===== config.mk =====
export PLATFORM = sky130hd
export DESIGN_NAME = saph_fpu_arbiter_flat
export DESIGN_NICKNAME = d
export VERILOG_FILES = /design/src/rtl/saph_fpu_arbiter_pkg.sv /design/src/rtl/saph_fpu_arbiter_if.sv /design/src/rtl/saph_tag_fifo.sv /design/src/rtl/saph_fpu_arbiter.sv /design/src/flat_wrapper.sv
export SDC_FILE = /design/constraint.sdc
export NUM_CORES = 1
export LEC_CHECK = 0
export CAP_MARGIN = 0
export CORE_AREA = 3 3 205 207
export DETAILED_ROUTE_END_ITERATION = 12
export DIE_AREA = 0 0 208 210
export SLEW_MARGIN = 20
export SYNTH_ARGS = -nofsm -noshare
export SYNTH_HDL_FRONTEND = slang
export SYNTH_HIERARCHICAL = 1
export SYNTH_SLANG_ARGS = --single-unit

===== constraint.sdc =====
create_clock -name clk -period 3.2 [get_ports clk]
set_clock_uncertainty 0.05 [all_clocks]
set_input_delay 0.32 -clock clk [delete_from_list [all_inputs] [get_ports clk]]
set_output_delay 0.32 -clock clk [all_outputs]
set_load 0.02 [all_outputs]

===== src/rtl/saph_fpu_arbiter_pkg.sv =====
// Shared types for the FPU issue-port arbiter.
//   saph_float_t   : single-precision float bit pattern
//   saph_fpu_op_t  : FPU opcode
//   FC_*           : common float constants
//   rr_idx         : round-robin candidate index helper
package saph_fpu_arbiter_pkg;

    localparam int SAPH_FW  = 32;
    localparam int SAPH_OPW = 4;

    typedef logic [SAPH_FW-1:0] saph_float_t;

    typedef enum logic [SAPH_OPW-1:0] {
        FPU_ADD = 4'h0,
        FPU_SUB = 4'h1,
        FPU_MUL = 4'h2
    } saph_fpu_op_t;

    localparam saph_float_t FC_0_0 = 32'h0000_0000;
    localparam saph_float_t FC_1_0 = 32'h3F80_0000;
    localparam saph_float_t FC_2_0 = 32'h4000_0000;
    localparam saph_float_t FC_3_0 = 32'h4040_0000;

    // k-th candidate after base in a ring of n requesters.
    function automatic int rr_idx(int base, int k, int n);
        return (base + k) % n;
    endfunction

endpackage


===== src/rtl/saph_fpu_arbiter_if.sv =====
// Requester/FPU bundle for saph_fpu_arbiter.
//   slave  : arbiter side (takes requests and FPU results, drives grants,
//            responses and the FPU issue port)
//   master : environment side (requesters + FPU)
// Signals: req_valid/req_ready/req_op/req_a/req_b, resp_valid/resp_res,
//          fpu_valid/fpu_ready/fpu_op/fpu_a/fpu_b, fpu_res_valid/fpu_res.
interface saph_fpu_arbiter_if
    import saph_fpu_arbiter_pkg::*;
#(
    parameter int NREQ  = 2,
    parameter int LANES = 2,
    parameter int OPW   = 4
);
    logic        [NREQ-1:0]             req_valid;
    logic        [NREQ-1:0]             req_ready;
    logic        [NREQ-1:0][OPW-1:0]    req_op;
    saph_float_t [NREQ-1:0][LANES-1:0]  req_a;
    saph_float_t [NREQ-1:0][LANES-1:0]  req_b;
    logic        [NREQ-1:0]             resp_valid;
    saph_float_t [LANES-1:0]            resp_res;
    logic                               fpu_valid;
    logic                               fpu_ready;
    logic        [OPW-1:0]              fpu_op;
    saph_float_t [LANES-1:0]            fpu_a;
    saph_float_t [LANES-1:0]            fpu_b;
    logic                               fpu_res_valid;
    saph_float_t [LANES-1:0]            fpu_res;

    modport slave (
        input  req_valid, req_op, req_a, req_b, fpu_ready, fpu_res_valid, fpu_res,
        output req_ready, resp_valid, resp_res, fpu_valid, fpu_op, fpu_a, fpu_b
    );

    modport master (
        output req_valid, req_op, req_a, req_b, fpu_ready, fpu_res_valid, fpu_res,
        input  req_ready, resp_valid, resp_res, fpu_valid, fpu_op, fpu_a, fpu_b
    );
endinterface


===== src/rtl/saph_tag_fifo.sv =====
// In-order tag FIFO holding the requester index of each in-flight FPU op.
// Ports: clk, rst (async, active high), push/din, pop/dout (head),
//        full, empty, count.
// A push while full is accepted only when a pop happens in the same cycle;
// a pop while empty is ignored.
module saph_tag_fifo #(
    parameter int W     = 1,
    parameter int DEPTH = 4
) (
    input  logic                     clk,
    input  logic                     rst,
    input  logic                     push,
    input  logic [W-1:0]             din,
    input  logic                     pop,
    output logic [W-1:0]             dout,
    output logic                     full,
    output logic                     empty,
    output logic [$clog2(DEPTH):0]   count
);
    localparam int AW = $clog2(DEPTH);

    logic [W-1:0]  mem [DEPTH];
    logic [AW-1:0] rd, wr;
    logic          do_push, do_pop;

    assign full    = (count == (AW+1)'(DEPTH));
    assign empty   = (count == '0);
    assign do_pop  = pop & ~empty;
    assign do_push = push & (~full | do_pop);
    assign dout    = mem[rd];

    always_ff @(posedge clk) begin
        if (do_push) mem[wr] <= din;
    end

    always_ff @(posedge clk or posedge rst) begin
        if (rst) begin
            rd    <= '0;
            wr    <= '0;
            count <= '0;
        end else begin
            if (do_push) wr <= wr + 1'b1;
            if (do_pop)  rd <= rd + 1'b1;
            if (do_push && !do_pop)      count <= count + 1'b1;
            else if (do_pop && !do_push) count <= count - 1'b1;
        end
    end
endmodule


===== src/rtl/saph_fpu_arbiter.sv =====
// Round-robin arbiter sharing one FPU issue port among NREQ requesters.
// Issue is combinational (operands are muxed straight through); each
// accepted op's requester index goes into an in-order tag FIFO so the
// FPU result is steered back as a one-cycle registered response.
// Ports: clk, rst (async, active high), bus (saph_fpu_arbiter_if.slave).
// Optional SAPH_FPU_ARB_STATS_EN adds:
//   grant_cnt : per-requester saturating 16-bit grant counters
//   spurious  : sticky flag, FPU result seen with no op in flight
module saph_fpu_arbiter
    import saph_fpu_arbiter_pkg::*;
#(
    parameter int NREQ  = 2,
    parameter int LANES = 2,
    parameter int OPW   = 4,
    parameter int DEPTH = 4
) (
    input  logic                   clk,
    input  logic                   rst,
    saph_fpu_arbiter_if.slave      bus
`ifdef SAPH_FPU_ARB_STATS_EN
    ,
    output logic [NREQ-1:0][15:0]  grant_cnt,
    output logic                   spurious
`endif
);
    localparam int IW = $clog2(NREQ);
    localparam int CW = $clog2(DEPTH) + 1;

    logic [IW-1:0]            ptr, sel, cand, head;
    logic                     found;
    logic                     space, fpu_valid_i, fire, pop_ok;
    logic                     fifo_full, fifo_empty;
    logic [CW-1:0]            fifo_count_unused;
    logic [NREQ-1:0]          resp_valid_q;
    saph_float_t [LANES-1:0]  resp_res_q;

    // First valid requester after the last grant; ptr itself is last in line.
    always_comb begin
        sel   = ptr;
        cand  = ptr;
        found = 1'b0;
        for (int k = 1; k <= NREQ; k++) begin
            cand = IW'(rr_idx(int'(ptr), k, NREQ));
            if (!found && bus.req_valid[cand]) begin
                sel   = cand;
                found = 1'b1;
            end
        end
    end

    // A result leaving this cycle frees a slot, so a full FIFO can still issue.
    assign space       = ~fifo_full | bus.fpu_res_valid;
    assign fpu_valid_i = (|bus.req_valid) & space;
    assign fire        = fpu_valid_i & bus.fpu_ready;
    assign pop_ok      = bus.fpu_res_valid & ~fifo_empty;

    assign bus.fpu_valid  = fpu_valid_i;
    assign bus.fpu_op     = bus.req_op[sel];
    assign bus.fpu_a      = bus.req_a[sel];
    assign bus.fpu_b      = bus.req_b[sel];
    assign bus.req_ready  = fire ? (NREQ'(1) << sel) : '0;
    assign bus.resp_valid = resp_valid_q;
    assign bus.resp_res   = resp_res_q;

    saph_tag_fifo #(
        .W     (IW),
        .DEPTH (DEPTH)
    ) u_tag_fifo (
        .clk   (clk),
        .rst   (rst),
        .push  (fire),
        .din   (sel),
        .pop   (pop_ok),
        .dout  (head),
        .full  (fifo_full),
        .empty (fifo_empty),
        .count (fifo_count_unused)
    );

    // ptr only moves on an accepted issue, so a stalled grant keeps its winner.
    always_ff @(posedge clk or posedge rst) begin
        if (rst) begin
            ptr          <= IW'(NREQ - 1);
            resp_valid_q <= '0;
            resp_res_q   <= '0;
        end else begin
            if (fire) ptr <= sel;
            resp_valid_q <= pop_ok ? (NREQ'(1) << head) : '0;
            if (pop_ok) resp_res_q <= bus.fpu_res;
        end
    end

`ifdef SAPH_FPU_ARB_STATS_EN
    always_ff @(posedge clk or posedge rst) begin
        if (rst) begin
            grant_cnt <= '0;
            spurious  <= 1'b0;
        end else begin
            for (int i = 0; i < NREQ; i++) begin
                if (fire && sel == IW'(i) && grant_cnt[i] != 16'hFFFF)
                    grant_cnt[i] <= grant_cnt[i] + 16'd1;
            end
            if (bus.fpu_res_valid && fifo_empty) spurious <= 1'b1;
        end
    end
`endif
endmodule

===== src/flat_wrapper.sv =====
// flat-port wrapper written by rule: the top's interface ports become plain ports
module saph_fpu_arbiter_flat import saph_fpu_arbiter_pkg::*;
#(
    parameter int NREQ  = 2,
    parameter int LANES = 2,
    parameter int OPW   = 4,
    parameter int DEPTH = 4
)
  (clk, rst, bus_req_valid, bus_req_op, bus_req_a, bus_req_b, bus_fpu_ready, bus_fpu_res_valid, bus_fpu_res, bus_req_ready, bus_resp_valid, bus_resp_res, bus_fpu_valid, bus_fpu_op, bus_fpu_a, bus_fpu_b);
  saph_fpu_arbiter_if #(.NREQ(NREQ), .LANES(LANES), .OPW(OPW)) bus_i ();
  input  logic clk;
  input  logic rst;
  input wire logic [$bits(bus_i.req_valid)-1:0] bus_req_valid;
  input wire logic [$bits(bus_i.req_op)-1:0] bus_req_op;
  input wire logic [$bits(bus_i.req_a)-1:0] bus_req_a;
  input wire logic [$bits(bus_i.req_b)-1:0] bus_req_b;
  input wire logic [$bits(bus_i.fpu_ready)-1:0] bus_fpu_ready;
  input wire logic [$bits(bus_i.fpu_res_valid)-1:0] bus_fpu_res_valid;
  input wire logic [$bits(bus_i.fpu_res)-1:0] bus_fpu_res;
  output wire logic [$bits(bus_i.req_ready)-1:0] bus_req_ready;
  output wire logic [$bits(bus_i.resp_valid)-1:0] bus_resp_valid;
  output wire logic [$bits(bus_i.resp_res)-1:0] bus_resp_res;
  output wire logic [$bits(bus_i.fpu_valid)-1:0] bus_fpu_valid;
  output wire logic [$bits(bus_i.fpu_op)-1:0] bus_fpu_op;
  output wire logic [$bits(bus_i.fpu_a)-1:0] bus_fpu_a;
  output wire logic [$bits(bus_i.fpu_b)-1:0] bus_fpu_b;
  assign bus_i.req_valid = bus_req_valid;
  assign bus_i.req_op = bus_req_op;
  assign bus_i.req_a = bus_req_a;
  assign bus_i.req_b = bus_req_b;
  assign bus_i.fpu_ready = bus_fpu_ready;
  assign bus_i.fpu_res_valid = bus_fpu_res_valid;
  assign bus_i.fpu_res = bus_fpu_res;
  assign bus_req_ready = bus_i.req_ready;
  assign bus_resp_valid = bus_i.resp_valid;
  assign bus_resp_res = bus_i.resp_res;
  assign bus_fpu_valid = bus_i.fpu_valid;
  assign bus_fpu_op = bus_i.fpu_op;
  assign bus_fpu_a = bus_i.fpu_a;
  assign bus_fpu_b = bus_i.fpu_b;
  saph_fpu_arbiter #(.NREQ(NREQ), .LANES(LANES), .OPW(OPW), .DEPTH(DEPTH)) u_core (.clk(clk), .rst(rst), .bus(bus_i));
endmodule

After elaboration in Yosys (flattened, before gate mapping)
Memory sizes are Yosys's and may differ from the RTL's.
Cells that the tools add are included.
Word-level totals
  register bits after elaboration: 74
  RAM bits: 4
  input bits: 334
  output and inout bits: 201
  word-level logic and storage cells: 57
  memories kept: 1
Memories
  u_core.u_tag_fifo.mem: words 4, width 1, rd ports 1, clocked after Yosys merged registers in 0, wr ports 1, line saph_tag_fifo.sv:22  | logic [W-1:0] mem [DEPTH];
Cells by class
  $add $sub $neg: 6
  $lt $le $gt $ge: 3
  eq/ne operators: 1
  shift operators: 2
  muxes and demuxes: 19
  bitwise gates (word level): 9
  reductions and logical operators: 9
Operators by type and width (number)
  $mux W64: 4
  $mux W1: 9
  $mux W4: 2
  $lt A1 B2 Y1 const B: 3
  $mux W3: 2
  $and A1 B1 Y1: 5
  $add A2 B1 Y2 const B: 2
  $mux W2: 2
  $shl A1 B1 Y2 const A: 2
  $add A3 B1 Y3 const B: 1
  $eq A3 B3 Y1 const B: 1
  $logic_and A1 B1 Y1: 3
  $logic_not A1 Y1: 3
  $logic_not A3 Y1: 1
  $sub A3 B1 Y3 const B: 1
  $add A1 B1 Y1 const B: 2
  $not A1 Y1: 2
  $or A1 B1 Y1: 2
  $reduce_bool A2 Y1: 1
  $reduce_or A2 Y1: 1

Longest topological paths before layout
Gate-level depths: netlist (run 1).
  depth after elaboration: 10
  mapped depth: 12
  gate-level depth less buffers: 11

By module
Netlist (run 1), hierarchy kept.
Modules (own cells, without submodules)
  saph_fpu_arbiter: times used 1, cells an instance 300, area an instance 4484.3 um^2, sequential area each 1677.9 um^2
  saph_tag_fifo: times used 1, cells an instance 41, area an instance 588.1 um^2, sequential area each 295.3 um^2

Worst setup path before layout (run 1)
OpenSTA, ideal clock, no wires.
  path kind: flip-flop to flip-flop
  from: reg u_core.u_tag_fifo.count[0]
  to: reg u_core.u_tag_fifo.count[2]
  library setup time: 0.079 ns
  data arrival time: 2.380 ns
  required time: 3.071 ns
  setup slack: 0.691 ns
  cell stages (with the launch flop): 13
  buffers on the path: 2
  clock period less this slack: 2.509 ns
  cell sequence: dfrtp_1 nor3_1 nor2b_1 buf_2 buf_4 inv_1 a21boi_4 ha_1 inv_1 fa_1 xor2_1 nor2_1 xor2_1
Between the ends
  word-level cells in the longest chain between the ends: 9
  elaborated cells on any way between the ends: 20
  those cells by class: 2 x add/sub; 1 x eq/ne; 2 x mux; 9 x bitwise; 6 x reduce/logical
Ends and longest elaborated chain
  start: declaration: line saph_tag_fifo.sv:18  | output logic [$clog2(DEPTH):0] count
  start signal: assignment: line saph_tag_fifo.sv:44  | if (do_push && !do_pop) count <= count + 1'b1;
  start signal: assignment: line saph_tag_fifo.sv:45  | else if (do_pop && !do_push) count <= count - 1'b1;
  $logic_not A3 Y1 (*): line saph_tag_fifo.sv:27  | assign empty = (count == '0);
  net u_core.fifo_empty: line saph_fpu_arbiter.sv:32  | logic fifo_full, fifo_empty;
  $not A1 Y1 (*): line saph_fpu_arbiter.sv:55  | assign pop_ok = bus.fpu_res_valid & ~fifo_empty;
  $and A1 B1 Y1 (*): line saph_fpu_arbiter.sv:55
  net u_core.pop_ok: line saph_fpu_arbiter.sv:31  | logic space, fpu_valid_i, fire, pop_ok;
  $and A1 B1 Y1 (*): line saph_tag_fifo.sv:28  | assign do_pop = pop & ~empty;
  $or A1 B1 Y1 (*): line saph_tag_fifo.sv:29  | assign do_push = push & (~full | do_pop);
  $and A1 B1 Y1 (*): line saph_tag_fifo.sv:29
  net u_core.u_tag_fifo.do_push: line saph_tag_fifo.sv:24  | logic do_push, do_pop;
  $logic_not A1 Y1: line saph_tag_fifo.sv:45
  $logic_and A1 B1 Y1: line saph_tag_fifo.sv:45
  $reduce_bool A2 Y1 (no source line)
The timed path passes the listed nets; every way through them passes the cells marked *. The select of a mux whose other input is x is not followed.
A chain may end at the register's enable or synchronous reset.

Final worst setup path (run 1)
  from: in bus_req_valid[1]
  to: out bus_fpu_b[26]
Between the ends
  word-level cells in the longest chain between the ends: 8
  elaborated cells on any way between the ends: 11
  those cells by class: 9 x mux; 2 x reduce/logical
Ends and longest elaborated chain
  start: declaration: line flat_wrapper.sv:13  | input wire logic [$bits(bus_i.req_valid)-1:0] bus_req_valid;
  $mux W1 (implied by the code) (2 in series): line saph_fpu_arbiter.sv:44  | if (!found && bus.req_valid[cand]) begin
  $mux W1: line saph_fpu_arbiter.sv:44
  $logic_not A1 Y1: line saph_fpu_arbiter.sv:44
  $logic_and A1 B1 Y1: line saph_fpu_arbiter.sv:44
  $mux W1 (*): line saph_fpu_arbiter.sv:44
  $mux W64 (implied by the code) (*) (2 in series): line saph_fpu_arbiter.sv:60  | assign bus.fpu_b = bus.req_b[sel];
  end: declaration: line flat_wrapper.sv:26  | output wire logic [$bits(bus_i.fpu_b)-1:0] bus_fpu_b;
Every way passes the cells marked *; elsewhere a longest branch is shown, timed or not. The select of a mux whose other input is x is not followed.

==> results of run 1 <==
state kept, by name (all words and copies together) (netlist names):
register and count:
u_core/ptr 1, u_core/u_tag_fifo/wr 2, u_core/u_tag_fifo/mem 4, u_core/u_tag_fifo/rd 2, u_core/bus.resp_res 64, u_core/u_tag_fifo/count 3, u_core/bus.resp_valid 2
where the power goes:
| part | internal (mW) | leakage, nW | switching [mW] |
|---|---|---|---|
| Clock | 0.615 | 0.148 | 0.432 |
| Sequential | 1.34 | 0.901 | 0.194 |
| Combinational | 2.50 | 3.45 | 1.99 |
area by class of cell:
cell class	count	area, um2	share of cell area
antenna	5	12.51	0.001099
inverter	7	26.28	0.002308
clock inverter	7	80.08	0.007035
tap	532	665.6	0.05847
multi-input combinational	235	2845	0.2499
sequential	78	1973	0.1733
clock buffer	9	225.2	0.01978
timing repair buffer	552	5555	0.4880
cells in the mapped netlist, drive strengths merged, types with 2 or more instances:
| cell type | n | area share |
|---|---|---|
| and2 | 6 | 0.0084 |
| mux2 | 198 | 0.49 |
| dfrtp | 73 | 0.36 |
| xnor2 | 4 | 0.0069 |
| and3 | 2 | 0.0025 |
| edfxtp | 4 | 0.024 |
| nand2b | 3 | 0.0037 |
| xor2 | 2 | 0.0035 |
| a31oi | 2 | 0.0025 |
| nor2b | 2 | 0.0025 |
| inv | 7 | 0.0052 |
| buf | 21 | 0.048 |
| o21a | 2 | 0.0030 |
| ha | 5 | 0.012 |
routing by layer:
metal / global-route usage / up-vias / part of all wire
met4: 0.01442 / 6 / 0.0059
met5: 0 / - / 0.0015
met1: 0.1516 / 2388 / 0.42
li1: - / 2330 / -
met2: 0.2085 / 244 / 0.50
met3: 0.03706 / 12 / 0.071
cells by family after synthesis:
| family | after synthesis | share of synthesized area |
|---|---|---|
| XOR/XNOR | 6 | 0.01036 |
| buffers and inverters | 28 | 0.05303 |
| flip-flops | 78 | 0.3890 |
| AND/OR/NAND/NOR | 18 | 0.02467 |
| multiplexers | 199 | 0.4958 |
| adder cells (fa/ha/maj) | 6 | 0.01628 |
| AO/OA/AOI/OAI | 6 | 0.01085 |
metrics by stage:
step / std cells / util / hold slack (ns) / cell area (um2) / total power, mW
after floorplan: 341 / - / 0.07340 / 5072 / 4.006
after global placement: 1404 / 0.2729 / 0.4316 / 11070 / 6.048
after detailed placement: 1404 / 0.2729 / 0.4300 / 11070 / 6.079
after CTS: 1420 / 0.2804 / 0.2281 / 11370 / 7.182
after global routing: 1420 / 0.2804 / 0.2615 / 11370 / 7.421
final: 1425 / 0.2807 / 0.2299 / 11380 / 7.066
how the worst min path moves through the flow:
| stage | from | end | slack (ns) | depth (start not counted) |
|---|---|---|---|---|
| 5_1_grt | rst | u_core/u_tag_fifo/rd[0]$_DFFE_PP0P_ | 0.26 | 2 |
| 4_1_cts | rst | u_core/u_tag_fifo/rd[0]$_DFFE_PP0P_ | 0.23 | 2 |
| 3_3_place_gp | u_core/u_tag_fifo/rd[1]$_DFFE_PP0P_ | u_core/u_tag_fifo/rd[1]$_DFFE_PP0P_ | 0.43 | 1 |
| 2_1_floorplan | rst | u_core/u_tag_fifo/count[0]$_DFFE_PP0P_ | 0.07 | 1 |
| 3_5_place_dp | u_core/u_tag_fifo/rd[1]$_DFFE_PP0P_ | u_core/u_tag_fifo/rd[1]$_DFFE_PP0P_ | 0.43 | 1 |
| 6_report | rst | u_core/u_tag_fifo/rd[0]$_DFFE_PP0P_ | 0.23 | 2 |
==> summary.md, run 1 <==
| Metric | Value |
|---|---|
| Status | `finished clean` |
| Slowest cell on the critical path | `o21ai_4` |
| Area growth syn-to-layout | `124.4%` |
| RSZ-0062 raised after global routing | `no` |
| Total GRT Usage | `0.1200` |
| Worst Slack Setup Final | `around 0.14 ns` |
| CTS tree | `built` |
| Crit path max fanout | `15` |
| Setup Buffers After CTS | `0` |
| Clk Latency, worst-skew pair | `0.34 ns` |
| Min-delay worst type | `in -> async` |
| Worst Setup Start Kind | `input port` |
| Final wirelength | `27820 um` |
| CTS Hold Bufs | `0` |
| ANT nets after route | `0` |
| Syn Std Cell Area | `between 5000 and 6000 um2` |
| Crit-path max cell delay | `~0.62 ns` |
| H-tree Lvls | `3` |
| Fin nets | `1223` |
| Routed via count | `4980` |
| Total Neg Setup Slack | `0 ns` |
| Delay-heaviest family, CP | `buffers and inverters` |
| CP Depth | `6` |
| Yosys warns | `6` |
| Ports | `around 540` |
| Avg Inst Size Synth | `approximately 15 um2` |
| Register area share after synthesis | `0.3890` |
| Leakage power | `4.499 nW` |
| CP arrival | `around 2.7 ns` |
| FMAX | `between 300 and 400 MHz` |
| Crit-path cells | `clkdlybuf4s50_1, o21ai_4, buf_12, buf_12, mux2_4, clkdlybuf4s50_1` |
| Via count of the first global-routing pass | `approximately 5.5k` |
| Largest net degree at the start of global routing | `57` |
| Worst slew pin tran | `between 0.8 and 0.9 ns` |
| Clock Path Buffers | `2` |
| Maximum VDD drop | `roughly 0.26 mV` |
| Detailed Place HPWL | `24300 um` |
| Ys async rst share | `0.9487` |
| Synthesized instance count | `~340` |
| R2R setup slack | `0.56 ns` |
| CTS Root Cell | `clkbuf_16` |
| DRT Pass-1 Iters | `4` |
| Initial antenna violation count | `8` |
| Worst EP required | `2.83 ns` |
| Fin. max-slew vios | `0` |
| CTS Buf Count | `9` |
| Period minus WS final | `approximately 3 ns` |
| GR Overflow Total | `0` |
| DRT iter0 DRCs | `approximately 210` |
| Synth Flop Type | `dfrtp_1` |
| Post-DR vias/cell | `between 3 and 4` |
| CTS resizes | `0` |
| Reg-to-Reg End | `u_core/u_tag_fifo/count[1]$_DFFE_PP0P_` |
| Die X | `approximately 210 um` |
| Type of the worst setup path | `in -> out` |
| Max-Cap Viols | `0` |
| Worst Path Buf+Inv | `4` |
| Flops & latches, synth | `78` |
| Cell variety after synth | `29` |
| Dpl ws | `between 0.1 and 0.15 ns` |
| Commonest non-fill, non-tap cell in the layout | `clkdlybuf4s50_1` |
| Rows | `74` |
| Clock-pin slew on the worst setup and hold paths | `~0.060 ns` |
| Die area | `~44000 um2` |
| Clock net sink count | `a little under 80` |
| Starting Density | `0.1251` |
| Residual DRC count | `0` |
| Core Region | `40550 um2` |
| Vertical die dimension | `210 um` |
| Placer Congestion | `approximately 0.8` |
| # port buffers | `about 530` |
| Synthesized net count | `approximately 700` |
| Share of layout cells above drive strength 1 | `0.2793` |
| Reg-to-reg startpoint | `u_core/u_tag_fifo/count[0]$_DFFE_PP0P_` |
| CP endpoint | `bus_fpu_b[26]` |
| Final setup violation count | `0` |
| FILL cells | `approximately 4.2k` |
| Element type at the critical path end | `output port` |
| R2R depth | `9` |
| Post-DR wirelength/cell | `slightly below 20 um` |
| Post-route clock period utilization | `0.9564` |
| Worst Setup SP | `bus_req_valid[1]` |
| Number of flops mapped to enable cells by yosys | `4` |
| Most frequent cells in the layout | `529 x clkdlybuf4s50_1, 128 x mux2_2, 73 x dfrtp_1, 70 x mux2_4, 16 x buf_4` |
| Final hold violations | `0` |
| Slew HR | `0.4648` |
| PD cells | `roughly 620 nW/um2` |
| First-pass GRT wire length | `38500 um` |
No activity file was read; power rests on OpenSTA's default activity.
==> inputs of run 2 (changes only) <==
CORE_AREA = 2 2 210 212   (was 3 3 205 207)
DIE_AREA = 0 0 212 214   (was 0 0 208 210)
==> summary.md, run 2 (synthesis gave the netlist of run 1 again) <==
| Metric | Value |
|---|---|
| Die area | `between 40000 and 50000 um2` |
| Sw power | `2.533 mW` |
| Final wirelength | `about 23000 um` |
| CTS Buf Count | `9` |
| DRT iter0 DRCs | `approximately 140` |
| FILL cells | `between 4k and 5k` |
| Clock-pin slew on the worst setup and hold paths | `~0.060 ns` |
| Comb pwr share | `0.631` |
| Final hold violations | `0` |
| Area growth syn-to-layout | `126.8%` |
| Total GRT Usage | `0.09528` |
| Crit path max fanout | `18` |
| Core Util, Final | `0.2682` |
| RSZ-0062 raised after global routing | `no` |
| Type of the worst setup path | `reg -> out` |
| Fin. max-slew vios | `0` |
| Element type at the critical path end | `output port` |
| Fin nets | `around 1.2k` |
| Largest net degree at the start of global routing | `between 50 and 60` |
| Detailed Place HPWL | `between 15000 and 20000 um` |
| Switching Share | `0.3592` |
| Commonest non-fill, non-tap cell in the layout | `clkdlybuf4s50_1` |
| CTS Hold Bufs | `0` |
| Worst Path Buf+Inv | `3` |
| Maximum VDD drop | `~0.26 mV` |
| Initial antenna violation count | `2` |
| Residual DRC count | `0` |
| # port buffers | `approximately 530` |
| Delay-heaviest family, CP | `buffers and inverters` |
| Clock power frac | `0.151` |
| Starting Density | `0.1183` |
| FMAX | `roughly 330 MHz` |
| Max-Cap Viols | `0` |
| ANT nets after route | `0` |
| Grt met2 use | `0.1750` |
| Area of placed instances | `~11000 um2` |
| Post-DR wirelength/cell | `around 16 um` |
| M3 GR Usage | `0.02815` |
| Vertical die dimension | `between 200 and 250 um` |
| Most used cell, CP | `buf_12` |
| Routed via count | `roughly 4.9k` |
| Final cell count without fillers | `between 1k and 1.5k` |
| Part of the power in registers | `0.218` |
| Placed Cells | `1461` |
| Worst slew pin tran | `roughly 0.9 ns` |
| Worst Setup Start Kind | `flip-flop` |
| H-tree Lvls | `3` |
| Worst EP required | `between 2 and 3 ns` |
| Post-route clock period utilization | `0.9532` |
| Clock Path Buffers | `2` |
| GR Overflow Total | `0` |
| Share of layout cells above drive strength 1 | `0.2790` |
| Die X | `about 210 um` |
| Slowest cell on the critical path | `dfstp_2` |
| Min-delay worst type | `in -> async` |
| Most frequent cells in the layout | `533 x clkdlybuf4s50_1, 128 x mux2_2, 73 x dfrtp_1, 70 x mux2_4, 20 x buf_4` |
| CTS Root Cell | `clkbuf_16` |
| Largest register FFs | `64` |
| Ports | `~540` |
| First-pass GRT wire length | `around 32000 um` |
| Placer Congestion | `~0.85` |
| DRT Pass-1 Iters | `4` |
| Rows | `between 70 and 80` |
| Crit-path max cell delay | `between 0.6 and 0.7 ns` |
| Period minus WS final | `between 3 and 4 ns` |
| Clk Latency, worst-skew pair | `~0.34 ns` |
| Core Region | `~43000 um2` |
| Internal power | `4.520 mW` |
| Post-DR vias/cell | `~3.3` |
| Leakage power | `~4.5 nW` |
| Fin area | `11500 um2` |
| CP arrival | `around 2.7 ns` |
| Slew HR | `0.4145` |
| Clock net sink count | `78` |
| Final setup violation count | `0` |
| Via count of the first global-routing pass | `~5.3k` |
| Met1 usage | `0.1086` |
| Grt peak-use layer | `met2` |
| PD cells | `613.2 nW/um2` |
| Crit-path cells | `nand2_1, o21ai_4, buf_12, buf_12, mux2_2, clkdlybuf4s50_1` |
| Status | `finished clean` |
| CTS tree | `built` |
[run 2: changes by cell type in the layout (fill, tap and decap cells not counted), sizes merged]
cell           before  now
clkinvlp            1    2
clkbuf              9   12
diode               5    1
inv                10    7
o21ai               1    2
clkinv              2    1
buf                23   26
clkdlybuf4s50     529  533
[run 2: routing by layer]
layer | routed length [um] | share of wire
met1 | 9158 | 0.39
met3 | 1933 | 0.083
met5 | 22 | 0.00094
met2 | 12070 | 0.52
met4 | 216 | 0.0092
[run 2: cell type report]
type / instances / area [um2] / share of cell area
Multi-Input combinational cell: 236 / 2861 / 0.2487
Inverter: 7 / 26.28 / 0.002284
Timing Repair Buffer: 559 / 5597 / 0.4865
Clock buffer: 12 / 257.7 / 0.02241
Antenna cell: 1 / 2.502 / 0.0002175
Clock inverter: 4 / 53.80 / 0.004677
Sequential cell: 78 / 1973 / 0.1715
Tap cell: 585 / 732.0 / 0.06363
[run 2: final timing paths]
| check | start | end | slack [ns] | depth (start not counted) |
|---|---|---|---|---|
| setup / recovery | u_core/ptr$_DFFE_PP1P_ | bus_fpu_a[7] | 0.15 | 6 |
| hold / removal | rst | u_core/u_tag_fifo/count[2]$_DFFE_PP0P_ | 0.24 | 2 |
| min in group clk | u_core/u_tag_fifo/rd[1]$_DFFE_PP0P_ | u_core/u_tag_fifo/rd[1]$_DFFE_PP0P_ | 0.45 | 1 |
| setup reg to reg | u_core/u_tag_fifo/count[2]$_DFFE_PP0P_ | u_core/u_tag_fifo/count[2]$_DFFE_PP0P_ | 0.55 | 11 |
| max in group asynchronous | rst | u_core/bus.resp_valid[1]$_DFF_PP0_ | 1.87 | 3 |
| hold reg to reg | u_core/u_tag_fifo/rd[1]$_DFFE_PP0P_ | u_core/u_tag_fifo/rd[1]$_DFFE_PP0P_ | 0.45 | 1 |
[run 2: repair_timing]
action                     CTS  global route
setup endpoints to repair   20           107
pin swaps                    1             1
resized for setup            1             1
hold endpoints to repair     0             0
cloned                       0             1
setup buffers                0             3
[run 2: per-stage QoR]
| stage | hold slack, ns | worst slack, ns | setup TNS, ns | total power [mW] |
|---|---|---|---|---|
| CTS | 0.2365 | -0.005480 | -0.01224 | 7.100 |
| detailed placement | 0.4406 | -0.04233 | -0.3188 | 5.971 |
| global placement | 0.4340 | 0.0007487 | 0 | 5.936 |
| global route | 0.2657 | 0.01142 | 0 | 7.425 |
| finish | 0.2420 | 0.1498 | 0 | 7.054 |
| floorplan | 0.07340 | 0.6905 | 0 | 4.006 |
[run 2: power by group through the flow]
stage | sequential [mW] | combinational (mW) | clock [mW]
finish | 1.54 | 4.45 | 1.06
global route | 1.59 | 4.69 | 1.15
global placement | 1.54 | 4.40 | 0
CTS | 1.54 | 4.44 | 1.12
detailed placement | 1.55 | 4.42 | 0
floorplan | 1.88 | 2.13 | 0
